File: config.mk
export PLATFORM = sky130hd
export DESIGN_NAME = polar_llr_input_stage_flat
export DESIGN_NICKNAME = d
export VERILOG_FILES = /design/src/rtl/polar_llr_input_stage_if.sv /design/src/rtl/polar_llr_input_stage.sv /design/src/flat_wrapper.sv
export SDC_FILE = /design/constraint.sdc
export NUM_CORES = 1
export LEC_CHECK = 0
export CAP_MARGIN = 20
export CORE_MARGIN = 2
export CORE_UTILIZATION = 47
export DETAILED_ROUTE_END_ITERATION = 7
export PLACE_DENSITY = 0.82
export SLEW_MARGIN = 5
export SYNTH_ARGS = -nofsm -noshare
export SYNTH_HDL_FRONTEND = slang
export SYNTH_SLANG_ARGS = --single-unit
File: constraint.sdc
create_clock -name clk -period 5.2 [get_ports clk]
set_input_delay 0.52 -clock clk [delete_from_list [all_inputs] [get_ports clk]]
set_output_delay 0.52 -clock clk [all_outputs]
set_load 0.005 [all_outputs]
File: src/rtl/polar_llr_input_stage_if.sv
// AXI-Stream LLR input, LLR RAM write port and frame status of the polar decoder input stage.
// master = upstream/controller side, slave = the input stage itself.
interface polar_llr_input_stage_if #(
   parameter int LLR_WIDTH  = 8,
   parameter int BUS_LLRS   = 4,
   parameter int ADDR_WIDTH = 8
);
   logic                            input_en;
   logic [LLR_WIDTH*BUS_LLRS-1:0]   saxi_tdata;
   logic                            saxi_tvalid;
   logic                            saxi_tlast;
   logic                            saxi_tready;
   logic                            llr_wr_en;
   logic [ADDR_WIDTH-1:0]           llr_wr_addr;
   logic [LLR_WIDTH*BUS_LLRS-1:0]   llr_wr_data;
   logic                            frame_done;
   logic                            frame_len_err;
   logic [ADDR_WIDTH:0]             beat_count;

   modport master (
      output input_en, saxi_tdata, saxi_tvalid, saxi_tlast,
      input  saxi_tready, llr_wr_en, llr_wr_addr, llr_wr_data,
             frame_done, frame_len_err, beat_count
   );

   modport slave (
      input  input_en, saxi_tdata, saxi_tvalid, saxi_tlast,
      output saxi_tready, llr_wr_en, llr_wr_addr, llr_wr_data,
             frame_done, frame_len_err, beat_count
   );
endinterface

File: src/rtl/polar_llr_input_stage.sv
// Polar decoder LLR input stage: AXIS beats -> LLR RAM words, frame length policing, 1-cycle write latency.
// Optional POLAR_LLR_CLIP_EN clips the most negative LLR to its symmetric counterpart before writing.
module polar_llr_input_stage #(
   parameter int N         = 1024,
   parameter int LLR_WIDTH = 8,
   parameter int BUS_LLRS  = 4
) (
   input  logic                     clk,
   input  logic                     reset,
   polar_llr_input_stage_if.slave   bus
);
   localparam int WORDS      = N / BUS_LLRS;
   localparam int ADDR_WIDTH = $clog2(WORDS);
   localparam int DW         = LLR_WIDTH * BUS_LLRS;
   localparam logic [ADDR_WIDTH:0] LAST_CNT = (ADDR_WIDTH+1)'(WORDS - 1);

   typedef enum logic [1:0] {IDLE, RECV, DRAIN, DONE} state_t;

   state_t                state_q, state_d;
   logic                  tready_q, tready_d;
   logic                  wr_en_q, wr_en_d;
   logic [ADDR_WIDTH-1:0] addr_q, addr_d;
   logic [DW-1:0]         data_q, data_d;
   logic                  done_q, done_d;
   logic                  err_q, err_d;
   logic [ADDR_WIDTH:0]   cnt_q, cnt_d;
   logic                  hs;

   function automatic logic [DW-1:0] clip_lanes(input logic [DW-1:0] d);
      logic [DW-1:0] r;
      r = d;
`ifdef POLAR_LLR_CLIP_EN
      for (int i = 0; i < BUS_LLRS; i++) begin
         if (d[i*LLR_WIDTH +: LLR_WIDTH] == {1'b1, {(LLR_WIDTH-1){1'b0}}})
            r[i*LLR_WIDTH +: LLR_WIDTH] = {1'b1, {(LLR_WIDTH-2){1'b0}}, 1'b1};
      end
`endif
      return r;
   endfunction

   assign hs = bus.saxi_tvalid & tready_q;

   always_comb begin
      state_d = state_q;
      wr_en_d = 1'b0;
      addr_d  = addr_q;
      data_d  = data_q;
      done_d  = 1'b0;
      err_d   = err_q;
      cnt_d   = cnt_q;
      unique case (state_q)
         IDLE: begin
            if (bus.input_en) begin
               state_d = RECV;
               cnt_d   = '0;
               err_d   = 1'b0;
            end
         end
         RECV: begin
            // Losing input_en mid-frame is an abort, even if a beat is offered this cycle.
            if (!bus.input_en) begin
               state_d = IDLE;
               err_d   = 1'b1;
            end else if (hs) begin
               wr_en_d = 1'b1;
               addr_d  = cnt_q[ADDR_WIDTH-1:0];
               data_d  = clip_lanes(bus.saxi_tdata);
               cnt_d   = cnt_q + 1'b1;
               if (bus.saxi_tlast) begin
                  state_d = DONE;
                  done_d  = 1'b1;
                  if (cnt_q != LAST_CNT)
                     err_d = 1'b1;
               end else if (cnt_q == LAST_CNT) begin
                  state_d = DRAIN;
               end
            end
         end
         DRAIN: begin
            if (!bus.input_en) begin
               state_d = IDLE;
               err_d   = 1'b1;
            end else if (hs && bus.saxi_tlast) begin
               state_d = DONE;
               done_d  = 1'b1;
               err_d   = 1'b1;
            end
         end
         DONE: begin
            if (!bus.input_en)
               state_d = IDLE;
         end
         default: state_d = IDLE;
      endcase
      tready_d = (state_d == RECV) || (state_d == DRAIN);
   end

   always_ff @(posedge clk or posedge reset) begin
      if (reset) begin
         state_q  <= IDLE;
         tready_q <= 1'b0;
         wr_en_q  <= 1'b0;
         addr_q   <= '0;
         data_q   <= '0;
         done_q   <= 1'b0;
         err_q    <= 1'b0;
         cnt_q    <= '0;
      end else begin
         state_q  <= state_d;
         tready_q <= tready_d;
         wr_en_q  <= wr_en_d;
         addr_q   <= addr_d;
         data_q   <= data_d;
         done_q   <= done_d;
         err_q    <= err_d;
         cnt_q    <= cnt_d;
      end
   end

   assign bus.saxi_tready   = tready_q;
   assign bus.llr_wr_en     = wr_en_q;
   assign bus.llr_wr_addr   = addr_q;
   assign bus.llr_wr_data   = data_q;
   assign bus.frame_done    = done_q;
   assign bus.frame_len_err = err_q;
   assign bus.beat_count    = cnt_q;
endmodule
File: src/flat_wrapper.sv
// flat-port wrapper written by rule: the top's interface ports become plain ports
module polar_llr_input_stage_flat 
#(
   parameter int N         = 1024,
   parameter int LLR_WIDTH = 8,
   parameter int BUS_LLRS  = 4
)
  (clk, reset, bus_input_en, bus_saxi_tdata, bus_saxi_tvalid, bus_saxi_tlast, bus_saxi_tready, bus_llr_wr_en, bus_llr_wr_addr, bus_llr_wr_data, bus_frame_done, bus_frame_len_err, bus_beat_count);
  polar_llr_input_stage_if #(.LLR_WIDTH(LLR_WIDTH), .BUS_LLRS(BUS_LLRS)) bus_i ();
  input  logic clk;
  input  logic reset;
  input wire logic [$bits(bus_i.input_en)-1:0] bus_input_en;
  input wire logic [$bits(bus_i.saxi_tdata)-1:0] bus_saxi_tdata;
  input wire logic [$bits(bus_i.saxi_tvalid)-1:0] bus_saxi_tvalid;
  input wire logic [$bits(bus_i.saxi_tlast)-1:0] bus_saxi_tlast;
  output wire logic [$bits(bus_i.saxi_tready)-1:0] bus_saxi_tready;
  output wire logic [$bits(bus_i.llr_wr_en)-1:0] bus_llr_wr_en;
  output wire logic [$bits(bus_i.llr_wr_addr)-1:0] bus_llr_wr_addr;
  output wire logic [$bits(bus_i.llr_wr_data)-1:0] bus_llr_wr_data;
  output wire logic [$bits(bus_i.frame_done)-1:0] bus_frame_done;
  output wire logic [$bits(bus_i.frame_len_err)-1:0] bus_frame_len_err;
  output wire logic [$bits(bus_i.beat_count)-1:0] bus_beat_count;
  assign bus_i.input_en = bus_input_en;
  assign bus_i.saxi_tdata = bus_saxi_tdata;
  assign bus_i.saxi_tvalid = bus_saxi_tvalid;
  assign bus_i.saxi_tlast = bus_saxi_tlast;
  assign bus_saxi_tready = bus_i.saxi_tready;
  assign bus_llr_wr_en = bus_i.llr_wr_en;
  assign bus_llr_wr_addr = bus_i.llr_wr_addr;
  assign bus_llr_wr_data = bus_i.llr_wr_data;
  assign bus_frame_done = bus_i.frame_done;
  assign bus_frame_len_err = bus_i.frame_len_err;
  assign bus_beat_count = bus_i.beat_count;
  polar_llr_input_stage #(.N(N), .LLR_WIDTH(LLR_WIDTH), .BUS_LLRS(BUS_LLRS)) u_core (.clk(clk), .reset(reset), .bus(bus_i));
endmodule
# Word level (Yosys, flattened, before mapping)
# Index checks and enable logic that the tools add are counted.
# classes
bitwise	1
n_addsub	1
reduce_logical	8
eq_ne	14
mux	30
# ops
operator	n
9-bit two-way mux	3
9-bit case mux with 2 select lines	1
2-bit two-way mux	8
1-bit two-way mux	15
9-bit by 1-bit adder with 9-bit output, second input constant	1
9-bit by 8-bit == test with 1-bit output, second input constant	1
3-bit by 2-bit inequality test with 1-bit output, second input constant	3
9-bit by 8-bit inequality test with 1-bit output, second input constant	1
2-bit case mux with 4 select lines	1
2-bit == test, second input constant	3
6-bit AND reduction	1
2-bit by 1-bit == test with 1-bit output, second input constant	2
2-bit inequality test, second input constant	2
4-bit AND reduction	1
3-bit inequality test, second input constant	1
1-bit case mux with 3 select lines	1
3-bit AND reduction	1
3-bit nonzero test	1
2-bit zero test	1
2-bit by 1-bit inequality test with 1-bit output, second input constant	1
1-bit case mux with 2 select lines	1
2-bit nonzero test	1
1-bit AND	1
1-bit logical AND	1
1-bit logical OR	1
# totals
reg_bits	55
wordCells	62

# Longest topological paths before layout
# Gate-level depths: netlist of the first run.
# depth
word_depth	8
mapped_depth	8
depth_no_buf	8

# Least setup slack after synthesis of the first run
# No wires, ideal clock.
# synth_timing
path_kind	flip-flop to flip-flop
start	register u_core.cnt_q[0], in the netlist u_core.bus.beat_count[0]
end	register u_core.err_q, in the netlist u_core.bus.frame_len_err
n_path_buf	0
setup_ns	0.125
required_ns	5.075
arrival_time_ns	1.608
path_stages_with_launch	9
synth_period_minus_slack_ns	1.733
slack_ns	3.467
cell_sequence	dfrtp_1 > ha_1 > nand4_1 > nor2_1 > ha_1 > nand2_1 > a41oi_1 > nor2_1 > mux2_2
# synth_via
elab_chain_len	3
# synth_lines
item	line	text
from (decl)	polar_llr_input_stage.sv:26	logic [ADDR_WIDTH:0] cnt_q, cnt_d;
from (signal assigned)	polar_llr_input_stage.sv:116	cnt_q <= cnt_d;
9-bit by 8-bit inequality test with 1-bit output	polar_llr_input_stage.sv:72	if (cnt_q != LAST_CNT)
3-bit by 2-bit inequality test with 1-bit output (no line)	-	
6-bit AND reduction (no line)	-	
to (signal assigned)	polar_llr_input_stage.sv:115	err_q <= err_d;
to (decl)	polar_llr_input_stage.sv:25	logic err_q, err_d;
# Every way passes these cells.
# A chain may end at the register's enable or synchronous reset.

# Worst setup path after layout of the first run
# layout_timing
start	input bus_input_en
end	register u_core.cnt_q[1], in the netlist u_core.bus.beat_count[1]
# layout_via
elab_chain_len	2
elab_cells_between_ends	3
# layout_lines
item	line	text
from (decl)	flat_wrapper.sv:12	input wire logic [$bits(bus_i.input_en)-1:0] bus_input_en;
2-bit inequality test (no line)	-	
4-bit AND reduction (no line) (*)	-	
# Mark *: on every way between the ends. The rest lies on a longest branch, timed or not.

==> results of run 1 <==
## registers in the layout (all words and copies together), names as in the netlist
name                      flops
u_core.bus.frame_done         1
u_core.bus.saxi_tready        1
u_core.state_q                2
u_core.bus.llr_wr_en          1
u_core.bus.frame_len_err      1
u_core.bus.llr_wr_addr        8
u_core.bus.beat_count         9
u_core.bus.llr_wr_data       32
## placed cells by master (no fill, tap or decap), types with 2 or more instances in the layout
cell type          n
a21oi_1            5
and2_1             3
clkbuf_8           5
clkdlybuf4s50_1   89
clkinvlp_4         2
dfrtp_1           55
ha_1               7
inv_1              3
nand2_1          127
nand2b_1           3
nand3_1            2
nand4_1            2
nor2_1             4
o211ai_1           2
o21ai_0           10
or3_2              3
xor2_1             2
## worst paths after layout
path                                               to                       from  cells past startpoint
max                          u_core.bus.beat_count[1]               bus_input_en                      5
min                         u_core.bus.llr_wr_data[1]  u_core.bus.llr_wr_data[1]                      2
max reg2reg                  u_core.bus.beat_count[1]          u_core.state_q[1]                      6
min reg2reg                 u_core.bus.llr_wr_data[1]  u_core.bus.llr_wr_data[1]                      2
max in group asynchronous    u_core.bus.beat_count[1]                      reset                      3
min in group asynchronous  u_core.bus.llr_wr_data[11]                      reset                      2
## routing by layer
layer / wire, um / vias up
li1: - / 998
met1: 2360 / 937
met3: 356 / 6
met4: 53 / 0
met5: 0 / -
met2: 2550 / 64
## power by group through the flow
stage | clock (uW) | combinational (uW) | sequential (uW)
global route | 248 | 677 | 684
detailed placement | 0 | 613 | 670
floorplan | 0 | 227 | 675
CTS | 233 | 617 | 664
finish | 230 | 607 | 664
global placement | 0 | 585 | 669
## kinds of logic after synthesis
family / share of synthesized area
buf+inv: 0.0298
fa+ha+maj: 0.0372
mux: 0.00478
compound gates: 0.0696
simple gates: 0.267
xor+xnor: 0.00744
flops: 0.584
## cell type report
class,count,share of cell area
Clock buffer,5,0.0201
Clock inverter,3,0.00585
Inverter,5,0.00548
Multi-Input combinational cell,186,0.265
Sequential cell,55,0.402
Tap cell,67,0.0245
Timing Repair Buffer,92,0.276
## worst min-delay path, stage by stage, from the launching register on
cell and delay (ps):
dfrtp_1 350, nand2_1 50, nand2_1 50
## stage by stage
stage	hold slack, ps	cells
floorplan	470	257
global placement	457	403
detailed placement	462	405
CTS	484	413
global route	511	413
finish	482	413
==> results.toml, run 1 <==
[yosys]
ys.flop_type = "dfrtp_1"
synth.ff_latch_count = 55
seq_area_frac_synth = 0.584
synth_area_leader_cell = "dfrtp_1"
postSynthCellCount = 257
syn_nets = 301
synth.top_cell.area_share = 0.584
ys_top_cells_by_count = "127 x nand2_1, 55 x dfrtp_1, 10 x o21ai_0"
yosys_warnings = 0
synth_area_leaders = "dfrtp_1 58%, nand2_1 20%, ha_1 3.7%"
async_flop_share = 1.00
avgSynthCellArea_um2 = 9.16
syn_area_um2 = 2350
yosysMostFrequentCell = "nand2_1"
yosys.cell_types.count = 34
synth_edf_count = 0

[floorplanning]
die_area_um2 = 5590
core_um2 = 4790
initial_core_util = 0.492
rows = 25
num_io_pins = 90
die_y_um = 74.8
die_w_um = 74.8

[worst_setup_path]
path_buf_inv = 3
crit_chain = "clkdlybuf4s50_1, nand4_1, clkinv_1, buf_16, a22o_2"
path_class = "input pin to flip-flop"
arrival_ps = 2400
critPathMaxStageDelay_ps = 600
crit_family = "buffers and inverters"
regToRegSetupSlack_ps = 3070
startpoint_type = "input pin"
worst-path-max-fanout = 27
end_kind = "flip-flop"
slowest_stage = "clkdlybuf4s50_1"
required_ps = 5390

[grt]
grtUsageMet1 = 0.258
top_usage_layer = "met2"
grt_pass1_wl_mm = 8.47
met2_usage = 0.326
grt_max_degree = 47
antenna_found_initial = 0
grt_usage = 0.195
overflow = 0
met3_usage = 0.0469
grt_pass1_vias = 1915

[clocking]
hold_buffers = 0
cts.clk_slew.worst_paths_ps = 90
cts_made_buffers = 5
cts_tree = "yes"
post_cts_buffers = 0
cts.sinks = 55
clk_latency_ps = 300
root_buffer = "clkbuf_8"
clk_path_buf_depth = 2
htree_num_levels = 2
post_cts_resized = 0

[sta]
layout_min_cycle_time_ps = 2210
min_period_over_period = 0.424
rsz0062_at_grt = "no"
drv_slew = 0
final_hold_viol_count = 0
fmax_mhz = 453
setup_ws_ps = 2990
setup_viol = 0
clock-skew-final_ps = 8.47
finalSetupTns_ps = 0
tightest_slew_ps = 541
relSlewSlack = 0.637

[cells_and_area]
final_util = 0.715
syn2layout_area_growth_pct = 45.3
drive_gt1_frac = 0.0578
final_area_um2 = 3420
nFillCells = 365
multi_input_area_um2 = 908
seqCellArea_um2 = 1380
n_antenna_cell = 0
nets = 389

[detailed_routing]
wl_per_cell_um = 12.9
detail-route-antenna-nets = 0
num_vias = 2005
initialDrtViolationCount = 116
viasPerCell = 4.85
wirelength_mm = 5.32
first_pass_iters = 4
drc = 0

[pwr]
seq_power_share = 0.442
p_leak_uw = 0.00161
pwr-share-comb = 0.405
peakVddDrop_mv = 0.282
powerDensity_nw_per_um2 = 439
sw_frac_of_total = 0.316
clkPwrFrac = 0.153
p_int_uw = 1030
total_power_uw = 1500
p_sw_uw = 474

[hold_path]
hold_path.class = "flip-flop to flip-flop"

[run_status]
status = "complete, no violations"

[flow_run]
maxCapViolCount = 0

[placement]
placed_area_um2 = 3330
hpwl_mm = 3.79
place_congestion = 0.782
io_buffers = 89
dp_worst_setup_slack_ps = 2640
No activity file was read; power rests on OpenSTA's default activity.
==> run 2, diff against run 1 <==
--- a/config.mk
+++ b/config.mk
@@ -7,9 +7,9 @@
 export LEC_CHECK = 0
 export CAP_MARGIN = 20
 export CORE_MARGIN = 2
-export CORE_UTILIZATION = 47
+export CORE_UTILIZATION = 44
 export DETAILED_ROUTE_END_ITERATION = 7
-export PLACE_DENSITY = 0.82
+export PLACE_DENSITY = 0.77
 export SLEW_MARGIN = 5
 export SYNTH_ARGS = -nofsm -noshare
 export SYNTH_HDL_FRONTEND = slang
==> constraint.sdc (replaced) <==
create_clock -name clk -period 2.3 [get_ports clk]
set_input_delay 0.23 -clock clk [delete_from_list [all_inputs] [get_ports clk]]
set_output_delay 0.23 -clock clk [all_outputs]
set_load 0.005 [all_outputs]
==> run 2 against run 1 <==
  * Combinational power up 120%
  * Routed wire length grew 0.24%
  * First-iteration DRC count rose by 7.8%
  * Worst hold slack got worse by 200 ps
  * Sequential share of layout area shrank 0.34 points
  * Non-clock buffer count increased by 2
  * Critical path type is now flip-flop to flip-flop
  * Highest routed layer unchanged
==> results.toml, run 2 (synthesis results as in run 1) <==
[worst_setup_path]
startpoint_type = "flip-flop"
end_kind = "flip-flop"
worst-path-max-fanout = 46
arrival_ps = 2160
required_ps = 2480
path_class = "flip-flop to flip-flop"

[clocking]
cts_made_buffers = 5
cts.sinks = 55
cts_tree = "yes"
post_cts_resized = 0
hold_buffers = 0
root_buffer = "clkbuf_8"
clk_path_buf_depth = 2
cts.clk_slew.worst_paths_ps = 90
htree_num_levels = 2
clk_latency_ps = 310
post_cts_buffers = 0

[sta]
tightest_slew_ps = 560
min_period_over_period = 0.857
fmax_mhz = 507
relSlewSlack = 0.626
clock-skew-final_ps = 8.26
drv_slew = 0
setup_viol = 0
final_hold_viol_count = 0
finalSetupTns_ps = 0
rsz0062_at_grt = "no"
layout_min_cycle_time_ps = 1970

[grt]
antenna_found_initial = 0
grt_pass1_wl_mm = 9.10
grt_max_degree = 47
overflow = 0
grt_usage = 0.192
grt_pass1_vias = 1937

[cells_and_area]
nFillCells = 446
layout_commonest_cell = "nand2_1"
n_antenna_cell = 0
final_cell_mix = "127 x nand2_1, 89 x clkdlybuf4s50_1, 55 x dfrtp_1"
multi_input_area_um2 = 908
seqCellArea_um2 = 1380
final_util = 0.671
nets = 391
drive_gt1_frac = 0.0605
largest_reg_flops = 32
syn2layout_area_growth_pct = 46.5

[pwr]
powerDensity_nw_per_um2 = 1010
peakVddDrop_mv = 0.493
p_leak_uw = 0.00163

[placement]
io_buffers = 89
place_congestion = 0.813
hpwl_mm = 3.77

[detailed_routing]
viasPerCell = 4.74
wl_per_cell_um = 12.8
num_vias = 1977
wirelength_mm = 5.33
initialDrtViolationCount = 125
drc = 0
first_pass_iters = 4
detail-route-antenna-nets = 0

[flow_run]
maxCapViolCount = 0

[floorplanning]
rows = 26
die_area_um2 = 5950
die_w_um = 77.2
die_y_um = 77.2
num_io_pins = 90
core_um2 = 5140
initial_core_util = 0.458

[hold_path]
hold_path.class = "input pin to asynchronous set/reset pin"

[run_status]
status = "complete, no violations"
-- run 2: cell count changes in the layout (fill, tap and decap cells not counted) --
cell / previous run / this run
buf_4: 1 / 3
clkinvlp_4: 2 / 1
buf_16: 1 / 0
buf_12: 1 / 2
clkinv_2: 1 / 0
bufinv_16: 0 / 1
-- run 2: critical path: stages (launching register included) --
cell	delay, ps
dfrtp_1	420
inv_1	90
ha_1	260
nand4_1	140
buf_4	410
a2bb2oi_1	220
o2bb2ai_1	120
xor2_1	170
-- run 2: worst paths after layout --
| kind | cells after the start | slack, ps | to | from |
|---|---|---|---|---|
| min in group clk | 3 | 430 | u_core.bus.llr_wr_data[31] | bus_saxi_tdata[31] |
| max | 7 | 330 | u_core.bus.saxi_tready | u_core.state_q[1] |
| min | 2 | 290 | u_core.bus.llr_wr_data[19] | reset |
| max in group asynchronous | 3 | 1460 | u_core.bus.llr_wr_addr[6] | reset |
| max reg2reg | 7 | 330 | u_core.bus.saxi_tready | u_core.state_q[1] |
| min reg2reg | 2 | 480 | u_core.bus.llr_wr_data[11] | u_core.bus.llr_wr_data[11] |
-- run 2: layout make-up --
class	instances	share of cell area
Tap cell	70	0.0254
Timing Repair Buffer	94	0.276
Clock buffer	5	0.0199
Multi-Input combinational cell	186	0.263
Inverter	5	0.00544
Sequential cell	55	0.399
Clock inverter	2	0.0109
-- run 2: power by group --
group          switching [uW]  internal (uW)  total, uW
logic                     546            816       1360
registers                 205           1290       1500
clock network             303            318        622
total                    1050           2430       3480
-- run 2: per-layer routing --
metal  vias to the layer above  part of all wire  GRT usage
met5                         -                 0          0
met4                         0             0.012     0.0571
met3                         6             0.082     0.0541
met2                        74              0.46      0.317
met1                       898              0.44      0.246
li1                        999                 -          -
-- run 2: stage by stage --
stage                     hold slack (ps)  instance area [um2]  power, uW  worst slack [ps]  std cells
after detailed placement              462                 3340       2890               343        410
after CTS                             296                 3450       3530               324        417
after floorplan                       335                 2350       2040               567        257
after global routing                  353                 3450       3740               153        417
final                                 286                 3450       3480               328        417
after global placement                457                 3340       2850               417        410
==> run 3, diff against run 2 <==
--- a/config.mk
+++ b/config.mk
@@ -9,6 +9,7 @@
 export CORE_MARGIN = 2
 export CORE_UTILIZATION = 44
 export DETAILED_ROUTE_END_ITERATION = 7
+export MAX_ROUTING_LAYER = met4
 export PLACE_DENSITY = 0.77
 export SLEW_MARGIN = 5
 export SYNTH_ARGS = -nofsm -noshare
==> run 3 against run 2 <==
  * Global-route usage grew 0.55 points
  * Maximum frequency up 0.60%
  * Count of clock-buffer cells in the layout did not move
  * Sequential share of layout area stayed put
  * Worst hold slack gained 1.4 ps
  * Worst setup slack better by 12 ps
  * Cell area did not move
  * Die area unchanged
  * Critical path depth did not move
  * Sequential power is essentially flat
  * Largest cell class unchanged
==> results.toml, run 3 (synthesis results as in run 1) <==
[detailed_routing]
detail-route-antenna-nets = 0
num_vias = 1971
initialDrtViolationCount = 129
first_pass_iters = 4
wl_per_cell_um = 12.8
wirelength_mm = 5.34
viasPerCell = 4.73
drc = 0

[run_status]
status = "complete, no violations"

[grt]
grt_max_degree = 47
grt_pass1_vias = 1937
overflow = 0
grt_usage = 0.197
antenna_found_initial = 0
grt_pass1_wl_mm = 9.10

[worst_setup_path]
slowest_stage = "dfrtp_1"
regToRegSetupSlack_ps = 340
critPathMaxStageDelay_ps = 420
startpoint_type = "flip-flop"
reg2reg_from = "u_core.state_q[1]"
cp-endpoint = "u_core.bus.saxi_tready"
rr_endpoint = "u_core.bus.saxi_tready"
crit_chain = "inv_1, ha_1, nand4_1, buf_4, a2bb2oi_1, o2bb2ai_1, xor2_1"
reg2reg_depth = 7
required_ps = 2480
end_kind = "flip-flop"
arrival_ps = 2140
setup.worst_path.start = "u_core.state_q[1]"
worst-path-max-fanout = 46
path_class = "flip-flop to flip-flop"

[pwr]
p_leak_uw = 0.00163
p_sw_uw = 1050
total_power_uw = 3480
pwr-share-comb = 0.391
p_int_uw = 2430
powerDensity_nw_per_um2 = 1010
clkPwrFrac = 0.178
seq_power_share = 0.431
peakVddDrop_mv = 0.492
sw_frac_of_total = 0.303

[floorplanning]
die_w_um = 77.2
die_y_um = 77.2
core_um2 = 5140
num_io_pins = 90
rows = 26
die_area_um2 = 5950
initial_core_util = 0.458

[cells_and_area]
nets = 391
fin_cells = 417
layout_commonest_cell = "nand2_1"
final_area_um2 = 3450
largest_reg_flops = 32
drive_gt1_frac = 0.0605
syn2layout_area_growth_pct = 46.5
n_antenna_cell = 0
final_cell_mix = "127 x nand2_1, 89 x clkdlybuf4s50_1, 55 x dfrtp_1"

[sta]
fmax_mhz = 510
layout_min_cycle_time_ps = 1960
setup_viol = 0
setup_ws_ps = 340
clock-skew-final_ps = 8.54
final_hold_viol_count = 0
tightest_slew_ps = 558
min_period_over_period = 0.852
drv_slew = 0
finalSetupTns_ps = 0
relSlewSlack = 0.627
rsz0062_at_grt = "no"

[clocking]
cts.clk_slew.worst_paths_ps = 90
post_cts_resized = 0
hold_buffers = 0
root_buffer = "clkbuf_8"
clk_latency_ps = 310
cts_made_buffers = 5
clk_path_buf_depth = 2
htree_num_levels = 2
cts.sinks = 55
post_cts_buffers = 0
cts_tree = "yes"

[placement]
placed_area_um2 = 3340
place_congestion = 0.825
hpwl_mm = 3.77
io_buffers = 89
dp_cells = 410
dp_worst_setup_slack_ps = 343

[flow_run]
maxCapViolCount = 0

[hold_path]
hold_path.class = "input pin to asynchronous set/reset pin"
-- run 3: stage by stage --
stage | hold WS, ps | util
after global placement | 457 | 0.651
after CTS | 296 | 0.671
after global routing | 353 | 0.671
final | 287 | 0.671
after detailed placement | 462 | 0.651
after floorplan | 335 | -
-- run 3: worst min path at each step --
stage                                     startpoint  cells past startpoint  slack (ps)                          to
after floorplan                    bus_saxi_tdata[0]                      2         340   u_core.bus.llr_wr_data[0]
after global placement     u_core.bus.llr_wr_addr[2]                      2         460   u_core.bus.llr_wr_addr[2]
after detailed placement  u_core.bus.llr_wr_data[26]                      2         460  u_core.bus.llr_wr_data[26]
after CTS                                      reset                      2         300   u_core.bus.llr_wr_data[7]
after global routing                           reset                      2         350  u_core.bus.llr_wr_data[31]
final                                          reset                      2         290  u_core.bus.llr_wr_data[19]
-- run 3: layout make-up --
cell class | instances | area (um2)
Sequential cell | 55 | 1380
Tap cell | 70 | 87.6
Inverter | 5 | 18.8
Multi-Input combinational cell | 186 | 908
Timing Repair Buffer | 94 | 953
Fill cell | 446 | 1690
Clock inverter | 2 | 37.5
Clock buffer | 5 | 68.8
-- run 3: power by group through the flow --
stage                     combinational [uW]  clock, uW  sequential [uW]
after global placement                  1350          0             1500
final                                   1360        621             1500
after detailed placement                1380          0             1510
after floorplan                          513          0             1530
after global routing                    1510        679             1550
after CTS                               1390        640             1500
-- run 3: worst max-delay path, delay by kind of cell, from the launching register on --
kind	cells	cell delay, ps
buffers and inverters	2	500
adders and majority gates	1	270
and+or+nand+nor	1	150
xor gates and xnor gates	1	170
AOI/OAI and AO/OA	2	340
DFF	1	420
-- run 3: per-layer routing --
metal / up-vias / wire length [um] / global-route usage
met3: 5 / 415 / 0.0529
met4: 0 / 51 / 0.0571
met5: - / 0 / -
met2: 72 / 2490 / 0.317
li1: 998 / - / -
met1: 896 / 2380 / 0.247
